### config.mk
export PLATFORM = sky130hd
export DESIGN_NAME = s2p_rx_4lane
export DESIGN_NICKNAME = d
export VERILOG_FILES = /design/src/rtl/s2p_pkg.sv /design/src/rtl/s2p_lane.sv /design/src/rtl/s2p_rx_4lane.sv
export SDC_FILE = /design/constraint.sdc
export NUM_CORES = 1
export LEC_CHECK = 0
export CORE_MARGIN = 2
export CORE_UTILIZATION = 45
export CTS_CLUSTER_DIAMETER = 40
export DETAILED_ROUTE_END_ITERATION = 6
export DONT_BUFFER_PORTS = 1
export GPL_TIMING_DRIVEN = 1
export PLACE_DENSITY_LB_ADDON = 0.1
export SYNTH_ARGS = -nofsm -noshare
export SYNTH_HDL_FRONTEND = slang
export SYNTH_SLANG_ARGS = --single-unit
export TNS_END_PERCENT = 10
### constraint.sdc
create_clock -name CLK -period 3.1 [get_ports CLK]
set_input_delay 0.465 -clock CLK [delete_from_list [all_inputs] [get_ports CLK]]
set_output_delay 0.465 -clock CLK [all_outputs]
set_load 0.02 [all_outputs]
### src/rtl/s2p_pkg.sv
// s2p_pkg: shared widths, comma byte, FSM encoding and byte classification for the 4-lane receiver
package s2p_pkg;
  localparam int LANES = 4;
  localparam int BYTE_W = 8;
  localparam logic [BYTE_W-1:0] COMMA = 8'hBC;
  localparam logic [0:0] SEARCH = 1'b0;
  localparam logic [0:0] SYNC = 1'b1;
  localparam logic [1:0] IDLE = 2'd0;
  localparam logic [1:0] DATA = 2'd1;
  localparam logic [1:0] MISALIGN = 2'd2;
  function automatic logic [1:0] byte_class(input logic [LANES-1:0] hits);
    return &hits ? IDLE : |hits ? MISALIGN : DATA;
  endfunction
endpackage

### src/rtl/s2p_lane.sv
// s2p_lane: one lane's LSB-first shift register with comma match on the value about to be stored
module s2p_lane
  import s2p_pkg::*;
(
  input  logic              CLK,
  input  logic              reset,
  input  logic              ENB,
  input  logic              bit_in,
  output logic [BYTE_W-1:0] sr_nxt,
  output logic              comma_hit
);
  logic [BYTE_W-1:0] sr;
  assign sr_nxt = {bit_in, sr[BYTE_W-1:1]};
  assign comma_hit = sr_nxt == COMMA;
  always_ff @(posedge CLK or posedge reset)
    if (reset) sr <= '0;
    else if (ENB) sr <= sr_nxt;
endmodule

### src/rtl/s2p_rx_4lane.sv
// s2p_rx_4lane: 4-lane serial-to-parallel receiver with comma alignment and lock-loss detection
// Optional saturating misaligned-byte counter on err_count when S2P_ERR_CNT_EN is defined.
module s2p_rx_4lane
  import s2p_pkg::*;
#(
  parameter logic [3:0] LOSS_THRESH = 4'd4
) (
  input  logic                    CLK,
  input  logic                    reset,
  input  logic                    ENB,
  input  logic [LANES-1:0]        data_in,
  output logic [LANES*BYTE_W-1:0] data_out,
  output logic                    valid,
  output logic                    sync
`ifdef S2P_ERR_CNT_EN
  ,
  output logic [7:0]              err_count
`endif
);
  logic [0:0] state;
  logic [2:0] bit_cnt;
  logic [3:0] bad_cnt;
  logic [LANES-1:0] hit;
  logic [LANES*BYTE_W-1:0] nxt;
  logic [1:0] cls;
  logic done, lose;
  for (genvar l = 0; l < LANES; l++) begin : g_lane
    s2p_lane u_lane (
      .CLK(CLK),
      .reset(reset),
      .ENB(ENB),
      .bit_in(data_in[l]),
      .sr_nxt(nxt[l*BYTE_W+:BYTE_W]),
      .comma_hit(hit[l])
    );
  end
  assign cls = byte_class(hit);
  assign done = state == SYNC && bit_cnt == 3'd7;
  assign lose = done && cls == MISALIGN && bad_cnt + 4'd1 == LOSS_THRESH;
  assign sync = state == SYNC;
  always_ff @(posedge CLK or posedge reset)
    if (reset) begin
      state <= SEARCH;
      bit_cnt <= '0;
      bad_cnt <= '0;
      data_out <= '0;
      valid <= 1'b0;
    end else begin
      valid <= 1'b0;
      if (ENB && state == SEARCH && &hit) begin
        state <= SYNC;
        bit_cnt <= '0;
        bad_cnt <= '0;
      end else if (ENB && state == SYNC) begin
        bit_cnt <= bit_cnt + 3'd1;
        if (done) begin
          if (cls == DATA) begin
            data_out <= nxt;
            valid <= 1'b1;
          end
          bad_cnt <= (cls != MISALIGN || lose) ? 4'd0 : bad_cnt + 4'd1;
          if (lose) state <= SEARCH;
        end
      end
    end
`ifdef S2P_ERR_CNT_EN
  always_ff @(posedge CLK or posedge reset)
    if (reset) err_count <= '0;
    else if (ENB && done && cls == MISALIGN && err_count != 8'hFF) err_count <= err_count + 8'd1;
`endif
endmodule

; Word-level counts from Yosys, hierarchy flattened
; Index checks and enable logic that the tools add are counted.
[word_totals]
word_cells = 53
register_bits = 73
inputBits = 7
out_inout_bits = 34
[op_classes]
bitwise_logic = 2
n_mux = 16
n_addsub = 2
reduce_logical = 15
eq_ne = 9
[ops]
columns = operator, n
row1 = $eq 8x8->1 const B, 4
row2 = $mux 4, 4
row3 = $mux 1, 8
row4 = $reduce_and 4->1, 2
row5 = $logic_and 1x1->1, 6
row6 = $mux 3, 2
row7 = $reduce_bool 2->1, 3
row8 = $add 4x1->4 const B, 1
row9 = $eq 4x3->1 const B, 1
row10 = $mux 2, 2
row11 = $reduce_or 4->1, 1
row12 = $add 3x1->3 const B, 1
row13 = $eq 3x3->1 const B, 1
row14 = $reduce_and 3->1, 1
row15 = $eq 2x1->1 const B, 1
row16 = $eq 2x2->1 const B, 1
row17 = $ne 2x2->1 const B, 1
row18 = $not 1->1, 2
row19 = $reduce_and 2->1, 1
row20 = $logic_or 1x1->1, 1

; Depth between registers and ports, before layout
[logic_depth]
depth_word = 12
depth_mapped = 7
mapped_depth_nobuf = 7

; Cells and area by module
; Synthesis repeated with hierarchy kept, for this count alone.
[hier_totals]
cells_unflattened = 194
area_unflattened_um2 = 3139.3
[modules_own_cells]
columns = mod, cells_each, area_per_inst_um2, n_inst, seq_area_each_um2
row1 = s2p_rx_4lane, 114, 1828.0, 1, 1026.0
row2 = s2p_lane, 20, 327.8, 4, 175.2

; Worst setup path after synthesis
; No wires, ideal clock.
[synth_timing]
path_kind = input -> register
start = input port data_in[0]
end = register data_out[0]
cell_stages = 7
t_arrival_ns = 1.941
slack_ns = 1.034
required_ns = 2.975
setup_ns = 0.125
n_path_buf = 2
cell_sequence = nand4_1 or4_4 and4_4 and2_4 buf_6 buf_12 mux2_4
[synth_via]
elab_chain_len = 6
elab_cells_between_ends = 9
cone_classes = eq/ne (2) / mux (2) / bitwise (1) / reduce/logical (4)
[synth_lines]
columns = item, line
row1 = "start, declared", s2p_rx_4lane.sv:11  ; input logic [LANES-1:0] data_in,
row2 = $eq 8x8->1 *, s2p_lane.sv:14  ; assign comma_hit = sr_nxt == COMMA;
row3 = $reduce_or 4->1, s2p_pkg.sv:12  ; return &hits ? IDLE : |hits ? MISALIGN : DATA;
row4 = $mux 2 (2 in series), s2p_pkg.sv:12
row5 = $eq 2x1->1, s2p_rx_4lane.sv:57  ; if (cls == DATA) begin
row6 = $reduce_and 4->1 (no source line) *, n/a
row7 = "end signal, assigned", s2p_rx_4lane.sv:58  ; data_out <= nxt;
row8 = "end, declared", s2p_rx_4lane.sv:12  ; output logic [LANES*BYTE_W-1:0] data_out,
; Mark *: on every way between the ends. The rest lies on a longest branch, timed or not.
; A chain may end at the register's enable or synchronous reset.

; Worst setup path after layout
[layout_timing]
start = register g_lane[0].u_lane.sr[4]
end = register bad_cnt[0]
[layout_via]
elab_chain_len = 12
elab_cells_between_ends = 18
cone_classes = eq/ne (3) / mux (6) / reduce/logical (9)
[layout_lines]
columns = item, line
row1 = "start, declared", s2p_lane.sv:12  ; logic [BYTE_W-1:0] sr;
row2 = "start signal, assigned", s2p_lane.sv:17  ; else if (ENB) sr <= sr_nxt;
row3 = $eq 8x8->1 *, s2p_lane.sv:14
row4 = $reduce_or 4->1, s2p_pkg.sv:12
row5 = $mux 2 (2 in series), s2p_pkg.sv:12
row6 = $eq 2x2->1, s2p_rx_4lane.sv:39  ; assign lose = done && cls == MISALIGN && bad_cnt + 4'd1 == LOSS_THRESH;
row7 = $logic_and 1x1->1 (2 in series), s2p_rx_4lane.sv:39
row8 = $logic_or 1x1->1, s2p_rx_4lane.sv:61  ; bad_cnt <= (cls != MISALIGN || lose) ? 4'd0 : bad_cnt + 4'd1;
row9 = $mux 4, s2p_rx_4lane.sv:61
row10 = $mux 4, s2p_rx_4lane.sv:56  ; if (done) begin
row11 = $mux 4, s2p_rx_4lane.sv:54  ; end else if (ENB && state == SYNC) begin
row12 = $mux 4, s2p_rx_4lane.sv:50  ; if (ENB && state == SEARCH && &hit) begin
row13 = "end signal, assigned", s2p_rx_4lane.sv:61
row14 = "end, declared", s2p_rx_4lane.sv:22  ; logic [3:0] bad_cnt;
; Mark *: on every way between the ends. The rest lies on a longest branch, timed or not. The select of a mux whose other input is x is not followed.

==> results.md <==
* Clock Path Buffers at 2
* Ranking of synthesized cells by area: dfrtp_1 59%, mux2_4 15%, mux2_2 12%, buf_12 2.1%, ha_1 1.3%
* Worst-Margin Slew at about 630 ps
* DRT iter0 DRCs at 115
* WL final at 4.858 mm
* Gpl congestion at 0.7441
* Clock sinks at about 70
* Footprint of the multi-input gates at about 1100 um2
* Critical path launch point type: flop
* Dpl hpwl at just over 3 mm
* Post-synthesis cell type count at 29
* Util after Layout at about half
* Post-CTS sizing at 0
* R2R Setup Slk at roughly 950 ps
* Worst R2R End: bad_cnt[0]
* Total negative slack at 0 ps
* # rows at 29
* Antenna violation net count after detailed routing at 0
* RSZ-0062 raised after global routing: no
* Largest net degree at the start of global routing at 46
* # port buffers at 0
* Vias/cell at around 5.5
* Clock root buffer: clkbuf_8
* RR Startpoint: g_lane[0].u_lane.sr[4]
* Core area at 6314 um2
* Post-synth top area cell: dfrtp_1
* CP Capture Type: flop
* Sequential area share after synthesis at 59.05%
* F_max at around 0.46 GHz
* Final net count at between 150 and 200
* Critical Path RT at approximately 3300 ps
* Peak supply drop at roughly 0.00024 V
* Detailed Routing Iterations Pass 1 at 4
* Max FO, Critical Path at 5
* YS warnings at 0
* Number of antenna diodes at 0
* Final period utilization at ~69%
* Worst Skew at between 5 and 6 ps
* Die area at ~7200 um2
* Max Cap Viol at 0
* Hold crit path type: input pin to asynchronous set/reset pin
* Layout cells sized above 1 at 42.63%
* Die H at 84.61 um
* Net Count, Synth at ~190
* Vias post-DR at roughly 1500
* Number of CTS-inserted buffers at 9
* Per-cell routed wire length at around 18 um
* DRC Markers at 0
* Crit-path cells: nand4_1 > or4_4 > nor4_2 > a31oi_1 > mux2_2
* Syn avg cell area at approximately 16 um2
* Hold Buf Count CTS at 0
* PwrDens at around 590 nW/um2
* Initial antenna violation count at 0
* Overall die width at approximately 85 um
* Synth top area share at around 59%
* Postcts setup bufs at 0
* Filler cell count at roughly 550
* CP max stage cell: or4_4
* Slew HR at between 50% and 60%
* GRT Util Overall at between 10% and 20%
* Crit path kind: flop to flop
* Starting density of the core at a little under half
* Max-slew violation count at 0
* Status: finished, final reports clean
* Leakage power at roughly 1.5 nW
* CTS tree: done
* Mapped Area at about 2900 um2
* H-tree levels at 3
* Global route overflow at 0
* Mapped Cells at roughly 180
* Critical Path Max Stage Delay at between 500 and 600 ps
* P&R area growth vs syn at 6.675%
* Worst-path clk slew at ~70 ps
* Worst skew pair latency at between 300 and 400 ps
* Reg2Reg Depth at 5
* Design Power at approximately 1.9 mW
* First-pass GRT wire length at about 8 mm
* Final Setup Violations at 0
* # IOs at 41
* WP data arrival at between 2000 and 2500 ps
* Final Hold Viols at 0
* Register Area at 1727 um2
* Vias in the first global route at around 1600
* Seq cells post-synth at approximately 70
* Final Critical Period at between 2000 and 2500 ps
-- metal layers --
layer	track usage [%]	vias to the layer above	share of wire, %
li1	-	666	-
met2	20.97	38	46
met1	19.66	758	46
met5	0	-	0
met4	8.802	0	3.5
met3	4.720	17	5.3
-- layout by cell type, fill, tap and decap left out, drive strengths merged --
cell	Yosys	final
xnor2	1	1
or4	1	1
a21o	2	2
dfrtp	69	69
ha	3	3
and2	1	1
a21bo	1	1
clkbuf	3	14
nor3	2	2
nor4	1	1
nand2b	3	3
o21ai	2	2
a22o	2	2
a32o	2	2
mux2	61	61
and3	1	1
inv	2	2
nand3	2	2
a31oi	1	1
and4b	3	3
buf	5	1
clkinv	0	1
nand2	4	4
a2111oi	1	1
nand4	4	4
and4	1	1
nor2	4	4
-- layout make-up --
type	instances	share of cell area [%]
multi-input cells	103	35.38
clock inverters	1	0.1604
clock buffers	14	5.536
inverters	2	0.2407
flip-flops and latches	69	55.36
well taps	77	3.089
repair buffers	1	0.2407
-- flip-flops by register name, indices dropped and copies added (netlist names) --
register and cells:
valid 1, sync 1, g_lane.u_lane.sr 28, data_out 32
bad_cnt 4, bit_cnt 3
-- critical path: cells and delay by family (launching register included) --
family | cells | cell delay, ps
flops | 1 | 410
mux | 1 | 320
simple gates | 3 | 1040
compound gates | 1 | 270
-- logic make-up (layout without fill, tap and decap cells) --
family | after synthesis | after routing | synth area share, %
flops | 69 | 69 | 59.05
mux | 61 | 61 | 27.21
simple gates | 27 | 27 | 5.948
compound gates | 11 | 11 | 2.995
buf+inv | 10 | 18 | 3.209
fa+ha+maj | 3 | 3 | 1.284
xor+xnor | 1 | 1 | 0.2996
-- stage by stage --
| step | area [um2] | hold slack, ps | setup WS (ps) | cells |
|---|---|---|---|---|
| after floorplan | 2924 | 467.3 | 895.1 | 182 |
| after global placement | 2942 | 406.6 | 982.7 | 252 |
| after detailed placement | 2942 | 421.4 | 918.4 | 252 |
| after CTS | 3119 | 56.21 | 939.8 | 267 |
| after global routing | 3119 | 89.17 | 847.3 | 267 |
| final | 3119 | 50.88 | 948.9 | 267 |
-- cells in the mapped netlist --
cell type	number
buf_6	1
ha_1	3
mux2_2	32
or4_4	1
nand3_1	2
dfrtp_1	69
inv_1	2
o21ai_0	2
nand2_1	4
buf_12	3
and4_4	1
and3_1	1
nand4_1	4
and2_4	1
a31oi_1	1
a2111oi_0	1
a21o_1	2
nor4_2	1
buf_1	1
nor2_1	4
nor3_1	2
a21bo_2	1
and4b_1	3
xnor2_1	1
nand2b_1	3
clkbuf_1	3
a32o_1	2
mux2_4	29
a22o_1	2
-- worst max-delay path by stage --
stage	start	endpoint	slack (ps)	cells past startpoint
after global routing	g_lane[0].u_lane.sr[4]	bad_cnt[0]	850	5
after detailed placement	data_in[1]	data_out[7]	920	5
after global placement	data_in[0]	data_out[21]	980	5
after floorplan	reset	bad_cnt[0]	900	1
after CTS	g_lane[1].u_lane.sr[6]	data_out[7]	940	5
final	g_lane[0].u_lane.sr[4]	bad_cnt[0]	950	5
-- report_power, final --
part	internal, mW	switching, mW	total (mW)	leakage, nW
registers	0.990	0.0863	1.08	0.904
clock network	0.351	0.299	0.651	0.0926
logic	0.0830	0.0441	0.127	0.465
total	1.42	0.430	1.85	1.46
No activity file was read; power rests on OpenSTA's default activity.
